==> config.mk <==
export PLATFORM = sky130hd
export DESIGN_NAME = sram_pair_fetch_flat
export DESIGN_NICKNAME = d
export VERILOG_FILES = /design/src/rtl/sram_pair_fetch_if.sv /design/src/rtl/sram_pair_fetch.sv /design/src/flat_wrapper.sv
export SDC_FILE = /design/constraint.sdc
export NUM_CORES = 1
export LEC_CHECK = 0
export CORE_ASPECT_RATIO = 1.2
export CORE_MARGIN = 2
export CORE_UTILIZATION = 35
export CTS_CLUSTER_DIAMETER = 80
export DETAILED_ROUTE_END_ITERATION = 8
export HOLD_SLACK_MARGIN = 0.03
export REMOVE_ABC_BUFFERS = 1
export SKIP_LAST_GASP = 1
export SYNTH_ARGS = -nofsm -noshare
export SYNTH_HDL_FRONTEND = slang
export SYNTH_SLANG_ARGS = --single-unit
==> constraint.sdc <==
create_clock -name clock -period 3.1 [get_ports clock]
set_clock_uncertainty 0.05 [all_clocks]
set_input_delay 0.62 -clock clock [delete_from_list [all_inputs] [get_ports clock]]
set_output_delay 0.62 -clock clock [all_outputs]
set_load 0.05 [all_outputs]
==> src/rtl/sram_pair_fetch_if.sv <==
// Valid/ready stream carrying fetched SRAM word pairs out of sram_pair_fetch.
// The master drives the head entry; the slave accepts it with out_ready.
interface sram_pair_fetch_if #(
    parameter int DATA_W = 16,
    parameter int ADDR_W = 8
);
    logic                  out_valid;
    logic                  out_ready;
    logic [2*DATA_W-1:0]   out_data;
    logic [ADDR_W-1:0]     out_addr;

    modport master (
        output out_valid,
        output out_data,
        output out_addr,
        input  out_ready
    );

    modport slave (
        input  out_valid,
        input  out_data,
        input  out_addr,
        output out_ready
    );
endinterface

==> src/rtl/sram_pair_fetch.sv <==
// Issues dual-port SRAM reads per address pair, tracks the fixed read latency and
// buffers joined pairs in a FIFO. Define PAIR_CHECK_EN to enable address-pair checking.
module sram_pair_fetch #(
    parameter int DATA_W     = 16,
    parameter int ADDR_W     = 8,
    parameter int RD_LAT     = 1,
    parameter int FIFO_DEPTH = 4
) (
    input  logic                 clock,
    input  logic                 reset,
    input  logic                 addr_valid_i,
    input  logic [ADDR_W-1:0]    addr_even_i,
    input  logic [ADDR_W-1:0]    addr_odd_i,
    output logic                 sram_re_o,
    output logic [ADDR_W-1:0]    sram_addr_a_o,
    output logic [ADDR_W-1:0]    sram_addr_b_o,
    input  logic [DATA_W-1:0]    sram_rdata_a_i,
    input  logic [DATA_W-1:0]    sram_rdata_b_i,
    sram_pair_fetch_if.master    out_if,
    output logic                 overflow_o,
    output logic [7:0]           drop_count_o,
    output logic                 pair_err_o
);

    localparam int PTR_W   = $clog2(FIFO_DEPTH);
    localparam int CNT_W   = PTR_W + 1;
    localparam int ENTRY_W = ADDR_W + 2 * DATA_W;
    localparam logic [CNT_W-1:0] DEPTH_C = CNT_W'(FIFO_DEPTH);

    logic                 sram_re_q;
    logic [ADDR_W-1:0]    sram_addr_a_q;
    logic [ADDR_W-1:0]    sram_addr_b_q;
    logic [RD_LAT:0]      lat_v_q;
    logic [ADDR_W-1:0]    lat_addr_q [RD_LAT+1];
    logic [ENTRY_W-1:0]   fifo_mem_q [FIFO_DEPTH];
    logic [PTR_W-1:0]     wr_ptr_q, wr_ptr_d;
    logic [PTR_W-1:0]     rd_ptr_q, rd_ptr_d;
    logic [CNT_W-1:0]     count_q, count_d;
    logic                 overflow_q, overflow_d;
    logic [7:0]           drop_cnt_q, drop_cnt_d;
    logic                 pop_s, cand_s, push_s, drop_s, head_valid_s;
    logic [ENTRY_W-1:0]   head_s;

    // Request stage: addresses hold while no pair is presented.
    always_ff @(posedge clock) begin
        if (reset) begin
            sram_re_q     <= 1'b0;
            sram_addr_a_q <= '0;
            sram_addr_b_q <= '0;
        end else begin
            sram_re_q <= addr_valid_i;
            if (addr_valid_i) begin
                sram_addr_a_q <= addr_even_i;
                sram_addr_b_q <= addr_odd_i;
            end
        end
    end

    // Latency pipe: stage RD_LAT lines up with the returned read data.
    always_ff @(posedge clock) begin
        if (reset) begin
            lat_v_q <= '0;
            for (int i = 0; i <= RD_LAT; i++) begin
                lat_addr_q[i] <= '0;
            end
        end else begin
            lat_v_q       <= {lat_v_q[RD_LAT-1:0], addr_valid_i};
            lat_addr_q[0] <= addr_even_i;
            for (int i = 1; i <= RD_LAT; i++) begin
                lat_addr_q[i] <= lat_addr_q[i-1];
            end
        end
    end

    always_comb begin
        head_valid_s = (count_q != '0);
        pop_s        = head_valid_s && out_if.out_ready;
        cand_s       = lat_v_q[RD_LAT];
        push_s       = cand_s && ((count_q < DEPTH_C) || pop_s);
        drop_s       = cand_s && !push_s;
        wr_ptr_d     = push_s ? (wr_ptr_q + PTR_W'(1)) : wr_ptr_q;
        rd_ptr_d     = pop_s  ? (rd_ptr_q + PTR_W'(1)) : rd_ptr_q;
        case ({push_s, pop_s})
            2'b10:   count_d = count_q + CNT_W'(1);
            2'b01:   count_d = count_q - CNT_W'(1);
            default: count_d = count_q;
        endcase
        overflow_d = overflow_q | drop_s;
        if (drop_s && (drop_cnt_q != 8'hFF)) begin
            drop_cnt_d = drop_cnt_q + 8'd1;
        end else begin
            drop_cnt_d = drop_cnt_q;
        end
    end

    // FIFO control and drop accounting.
    always_ff @(posedge clock) begin
        if (reset) begin
            wr_ptr_q   <= '0;
            rd_ptr_q   <= '0;
            count_q    <= '0;
            overflow_q <= 1'b0;
            drop_cnt_q <= 8'd0;
        end else begin
            wr_ptr_q   <= wr_ptr_d;
            rd_ptr_q   <= rd_ptr_d;
            count_q    <= count_d;
            overflow_q <= overflow_d;
            drop_cnt_q <= drop_cnt_d;
        end
    end

    // FIFO storage: contents are only meaningful below count_q, so no reset is needed.
    always_ff @(posedge clock) begin
        if (!reset && push_s) begin
            fifo_mem_q[wr_ptr_q] <= {lat_addr_q[RD_LAT], sram_rdata_b_i, sram_rdata_a_i};
        end
    end

    assign head_s           = fifo_mem_q[rd_ptr_q];
    assign out_if.out_valid = head_valid_s;
    assign out_if.out_data  = head_valid_s ? head_s[2*DATA_W-1:0] : '0;
    assign out_if.out_addr  = head_valid_s ? head_s[ENTRY_W-1 -: ADDR_W] : '0;
    assign sram_re_o        = sram_re_q;
    assign sram_addr_a_o    = sram_addr_a_q;
    assign sram_addr_b_o    = sram_addr_b_q;
    assign overflow_o       = overflow_q;
    assign drop_count_o     = drop_cnt_q;

`ifdef PAIR_CHECK_EN
    logic                 pair_err_q;
    logic [ADDR_W-1:0]    prev_even_q;
    logic                 have_prev_q;
    logic                 form_bad_s, seq_bad_s, pair_bad_s;

    always_comb begin
        form_bad_s = (addr_odd_i != (addr_even_i + ADDR_W'(1))) || addr_even_i[0];
        seq_bad_s  = have_prev_q && (addr_even_i != (prev_even_q + ADDR_W'(2)));
        pair_bad_s = addr_valid_i && (form_bad_s || seq_bad_s);
    end

    // Sticky pair error; the sequence check needs one prior valid pair.
    always_ff @(posedge clock) begin
        if (reset) begin
            pair_err_q  <= 1'b0;
            prev_even_q <= '0;
            have_prev_q <= 1'b0;
        end else begin
            pair_err_q <= pair_err_q | pair_bad_s;
            if (addr_valid_i) begin
                prev_even_q <= addr_even_i;
                have_prev_q <= 1'b1;
            end
        end
    end

    assign pair_err_o = pair_err_q;
`else
    assign pair_err_o = 1'b0;
`endif

endmodule

==> src/flat_wrapper.sv <==
// flat-port wrapper written by rule: the top's interface ports become plain ports
module sram_pair_fetch_flat 
#(
    parameter int DATA_W     = 16,
    parameter int ADDR_W     = 8,
    parameter int RD_LAT     = 1,
    parameter int FIFO_DEPTH = 4
)
  (clock, reset, addr_valid_i, addr_even_i, addr_odd_i, sram_re_o, sram_addr_a_o, sram_addr_b_o, sram_rdata_a_i, sram_rdata_b_i, overflow_o, drop_count_o, pair_err_o, out_if_out_valid, out_if_out_data, out_if_out_addr, out_if_out_ready);
  sram_pair_fetch_if #(.DATA_W(DATA_W), .ADDR_W(ADDR_W)) out_if_i ();
  input  logic clock;
  input  logic reset;
  input  logic addr_valid_i;
  input  logic [ADDR_W-1:0] addr_even_i;
  input  logic [ADDR_W-1:0] addr_odd_i;
  output logic sram_re_o;
  output logic [ADDR_W-1:0] sram_addr_a_o;
  output logic [ADDR_W-1:0] sram_addr_b_o;
  input  logic [DATA_W-1:0] sram_rdata_a_i;
  input  logic [DATA_W-1:0] sram_rdata_b_i;
  output logic overflow_o;
  output logic [7:0] drop_count_o;
  output logic pair_err_o;
  output wire logic [$bits(out_if_i.out_valid)-1:0] out_if_out_valid;
  output wire logic [$bits(out_if_i.out_data)-1:0] out_if_out_data;
  output wire logic [$bits(out_if_i.out_addr)-1:0] out_if_out_addr;
  input wire logic [$bits(out_if_i.out_ready)-1:0] out_if_out_ready;
  assign out_if_out_valid = out_if_i.out_valid;
  assign out_if_out_data = out_if_i.out_data;
  assign out_if_out_addr = out_if_i.out_addr;
  assign out_if_i.out_ready = out_if_out_ready;
  sram_pair_fetch #(.DATA_W(DATA_W), .ADDR_W(ADDR_W), .RD_LAT(RD_LAT), .FIFO_DEPTH(FIFO_DEPTH)) u_core (.clock(clock), .reset(reset), .addr_valid_i(addr_valid_i), .addr_even_i(addr_even_i), .addr_odd_i(addr_odd_i), .sram_re_o(sram_re_o), .sram_addr_a_o(sram_addr_a_o), .sram_addr_b_o(sram_addr_b_o), .sram_rdata_a_i(sram_rdata_a_i), .sram_rdata_b_i(sram_rdata_b_i), .out_if(out_if_i), .overflow_o(overflow_o), .drop_count_o(drop_count_o), .pair_err_o(pair_err_o));
endmodule
==> results.toml <==
[cts]
numCtsBuffers = 22
postCtsSetupBuffers = 0
cts.sinks = 212
cts_tree = "built"
cts_resized = 0
ctsHoldBuffers = 0
cts_root_buffer = "clkbuf_16"
clockBufferDepth = 3
worst_skew_pair.late_latency_ns = 0.50
clkTransAtPathRegs_ns = 0.06
htreeDepth = 1

[yosys]
syn_area_um2 = 8055
avgSynthCellArea_um2 = 17.86
ys_seq_area_frac = 0.7257
syn_inst = 451
yosysWarningCount = 0
synth_seq_cells = 212
synth_cell_type_count = 43

[floorplan]
core_area_um2 = 22520
start_util = 0.3577
num_rows = 60
die_height_um = 170.2
dieArea_um2 = 24250
die_w_um = 142.5
pin_count = 120

[worst_setup_path]
cp-start-kind = "flop"
path_class = "flop to primary output"
cp.required_ns = 2.43
arrival_ns = 2.14
path_max_fanout = 25
end_kind = "primary output"

[detailed_routing]
drtIter0Drc = 160
wl_per_cell_um = 17.64
first_pass_iters = 4
drc = 0
post_drt_via_cell_ratio = 4.861
via_count = 4263
antenna_left = 0
drt_wl_total_um = 15470

[placed_design]
placed_cells = 836
numPortBuffers = 118
dp_slack_ns = 0.2335
gp_congestion = 0.7662
dp_hpwl_um = 9566

[outcome]
outcome = "completed"

[global_routing]
grtUsageTotal = 0.1276
overflow = 0
antenna_found_initial = 1
grt_pass1_vias = 4595
grt_max_degree = 55
grt_pass1_wl_um = 24120

[timing]
drv_slew = 0
rsz0062_at_grt = "no"
setup_tns_ns = 0
hold_viol = 0
setup_slack_ns = 0.2928
period_needed_ns = 2.807
holdWs_ns = 0.3839
tightest_slew_ns = 0.9547
finalSetupViolCount = 0
relSlewSlack = 0.3615
finalCritPeriodShare = 0.9055
fmax_mhz = 356.2

[hold_path]
hold_path.class = "flop to flop"

[pwr]
ir_worst_vdd_v = 0.0004319
switching_share = 0.3084
pwr-share-comb = 0.266
power_uw = 7691
p_leak_uw = 0.003474
netSwitchingPower_uw = 2372
p_int_uw = 5319
clkPwrFrac = 0.323
cellPowerDensity_nw_per_um2 = 753.0
seqPwrFrac = 0.411

[finish]
multi_input_area_um2 = 2056
fillers = 2008
seq_area_um2 = 5851
final_nets = 640
areaGrowthSynthToFinish_pct = 26.81
layout.cells.non_filler = 877
drive_gt1_frac = 0.2178

[flow_run]
cap_viol_max_count = 0
-- final timing paths --
check,to,from,cells after the start,slack [ns]
setup reg to reg,u_core.count_q[2],u_core.count_q[2],8,0.92
hold reg to reg,u_core.lat_addr_q[0][13],u_core.lat_addr_q[0][5],1,0.38
setup / recovery,out_if_out_data[11],flop,4,0.29
hold / removal,u_core.lat_addr_q[0][13],u_core.lat_addr_q[0][5],1,0.38
-- registers in the layout, indices dropped and copies added (netlist names), named ones only --
register / cells
u_core.wr_ptr_q: 2
u_core.fifo_mem_q: 160
u_core.count_q: 3
u_core.sram_addr_a_o: 8
u_core.lat_v_q: 2
u_core.lat_addr_q: 16
u_core.sram_addr_b_o: 8
u_core.rd_ptr_q: 2
u_core.drop_count_o: 8
u_core.overflow_o: 1
-- layer usage --
layer,vias to the layer above,global-route usage,share of wire
met2,128,0.2199,0.50
met3,27,0.03573,0.070
met5,-,0,0
met1,2129,0.1567,0.41
met4,0,0.03702,0.020
li1,1979,-,-
-- kinds of logic after synthesis --
group,count (synthesis),share of synthesized area
flops,212,0.7257
simple gates,116,0.08202
mux,59,0.1358
buf+inv,31,0.02050
compound gates,21,0.01942
fa+ha+maj,7,0.01180
xor+xnor,4,0.004349
other cells,1,0.0004655
-- power by group through the flow --
stage	registers [uW]	logic [uW]	clock network [uW]
detailed placement	3220	2100	0
global placement	3220	2080	0
global route	3170	2190	2680
finish	3160	2050	2480
floorplan	3330	1290	0
CTS	3160	2100	2560
-- stage by stage --
stage	utilization	instance area (um2)
6_report	0.4536	10210
3_3_place_gp	0.4227	9519
4_1_cts	0.4534	10210
3_5_place_dp	0.4227	9519
5_1_grt	0.4534	10210
2_1_floorplan	-	7920
-- synth_stat cells --
| cell | n | area [um2] |
|---|---|---|
| o31ai_1 | 1 | 7.510 |
| inv_1 | 8 | 30.03 |
| and4_2 | 1 | 10.01 |
| or3_1 | 1 | 6.260 |
| xor2_1 | 4 | 35.03 |
| edfxtp_1 | 160 | 4805 |
| nor3_2 | 1 | 10.01 |
| nand2b_1 | 3 | 18.77 |
| nand2_1 | 3 | 11.26 |
| fa_1 | 1 | 20.02 |
| a41o_1 | 1 | 10.01 |
| buf_1 | 3 | 11.26 |
| a21oi_1 | 6 | 30.03 |
| buf_6 | 4 | 45.04 |
| clkbuf_1 | 5 | 18.77 |
| ha_1 | 6 | 75.07 |
| o2111a_1 | 1 | 11.26 |
| nand3_1 | 4 | 20.02 |
| a21boi_4 | 1 | 18.77 |
| a41oi_1 | 2 | 17.52 |
| mux4_2 | 40 | 900.9 |
| and2_1 | 4 | 25.02 |
| a21boi_1 | 1 | 7.510 |
| mux2i_1 | 17 | 170.2 |
| nor2_1 | 27 | 101.4 |
| nor2b_1 | 62 | 387.9 |
| nor3_1 | 4 | 20.02 |
| and3b_1 | 1 | 8.760 |
| and4b_1 | 1 | 10.01 |
| buf_4 | 2 | 15.01 |
| nand4_1 | 1 | 6.260 |
| o21ai_0 | 3 | 15.01 |
| and3_1 | 1 | 6.260 |
| and4_1 | 1 | 8.760 |
| nor4bb_1 | 1 | 10.01 |
| buf_2 | 9 | 45.04 |
| a311oi_1 | 1 | 8.760 |
| dfxtp_1 | 52 | 1041 |
| mux2_1 | 2 | 22.52 |
| conb_1 | 1 | 3.750 |
| a211oi_1 | 2 | 15.01 |
| o311ai_1 | 1 | 8.760 |
| a31oi_1 | 1 | 6.260 |
-- final cells by class --
class                           count  share of cell area
Antenna cell                        1           0.0002450
Inverter                            8            0.002940
Sequential cell                   212              0.5728
Multi-Input combinational cell    208              0.2012
Timing Repair Buffer              129              0.1208
Tap cell                          279             0.03417
Clock buffer                       35             0.06578
Clock inverter                      5            0.002082
-- critical path, cell delays in order (launching register included) --
cell,delay [ns]
dfxtp_2,0.65
buf_12,0.27
mux4_2,0.32
nor2b_1,0.17
buf_4,0.22
-- layout by cell type, fill, tap and decap left out, types with 2 or more instances in the layout --
cell type / count
edfxtp_1: 160
clkdlybuf4s50_1: 77
clkbuf_1: 8
nor2_1: 27
mux2i_1: 17
nand2b_1: 3
a211oi_1: 2
mux2_1: 2
clkinv_1: 3
o21ai_0: 3
dfxtp_1: 50
buf_12: 6
xor2_1: 4
buf_4: 45
a41oi_1: 2
mux4_2: 40
nor2b_1: 62
ha_1: 6
and2_2: 4
inv_1: 8
nand2_1: 3
clkinv_2: 2
clkbuf_8: 3
clkbuf_16: 24
nor3_1: 4
a21oi_1: 6
nand3_1: 4
Note: power is estimated with default switching activity, not from simulation.
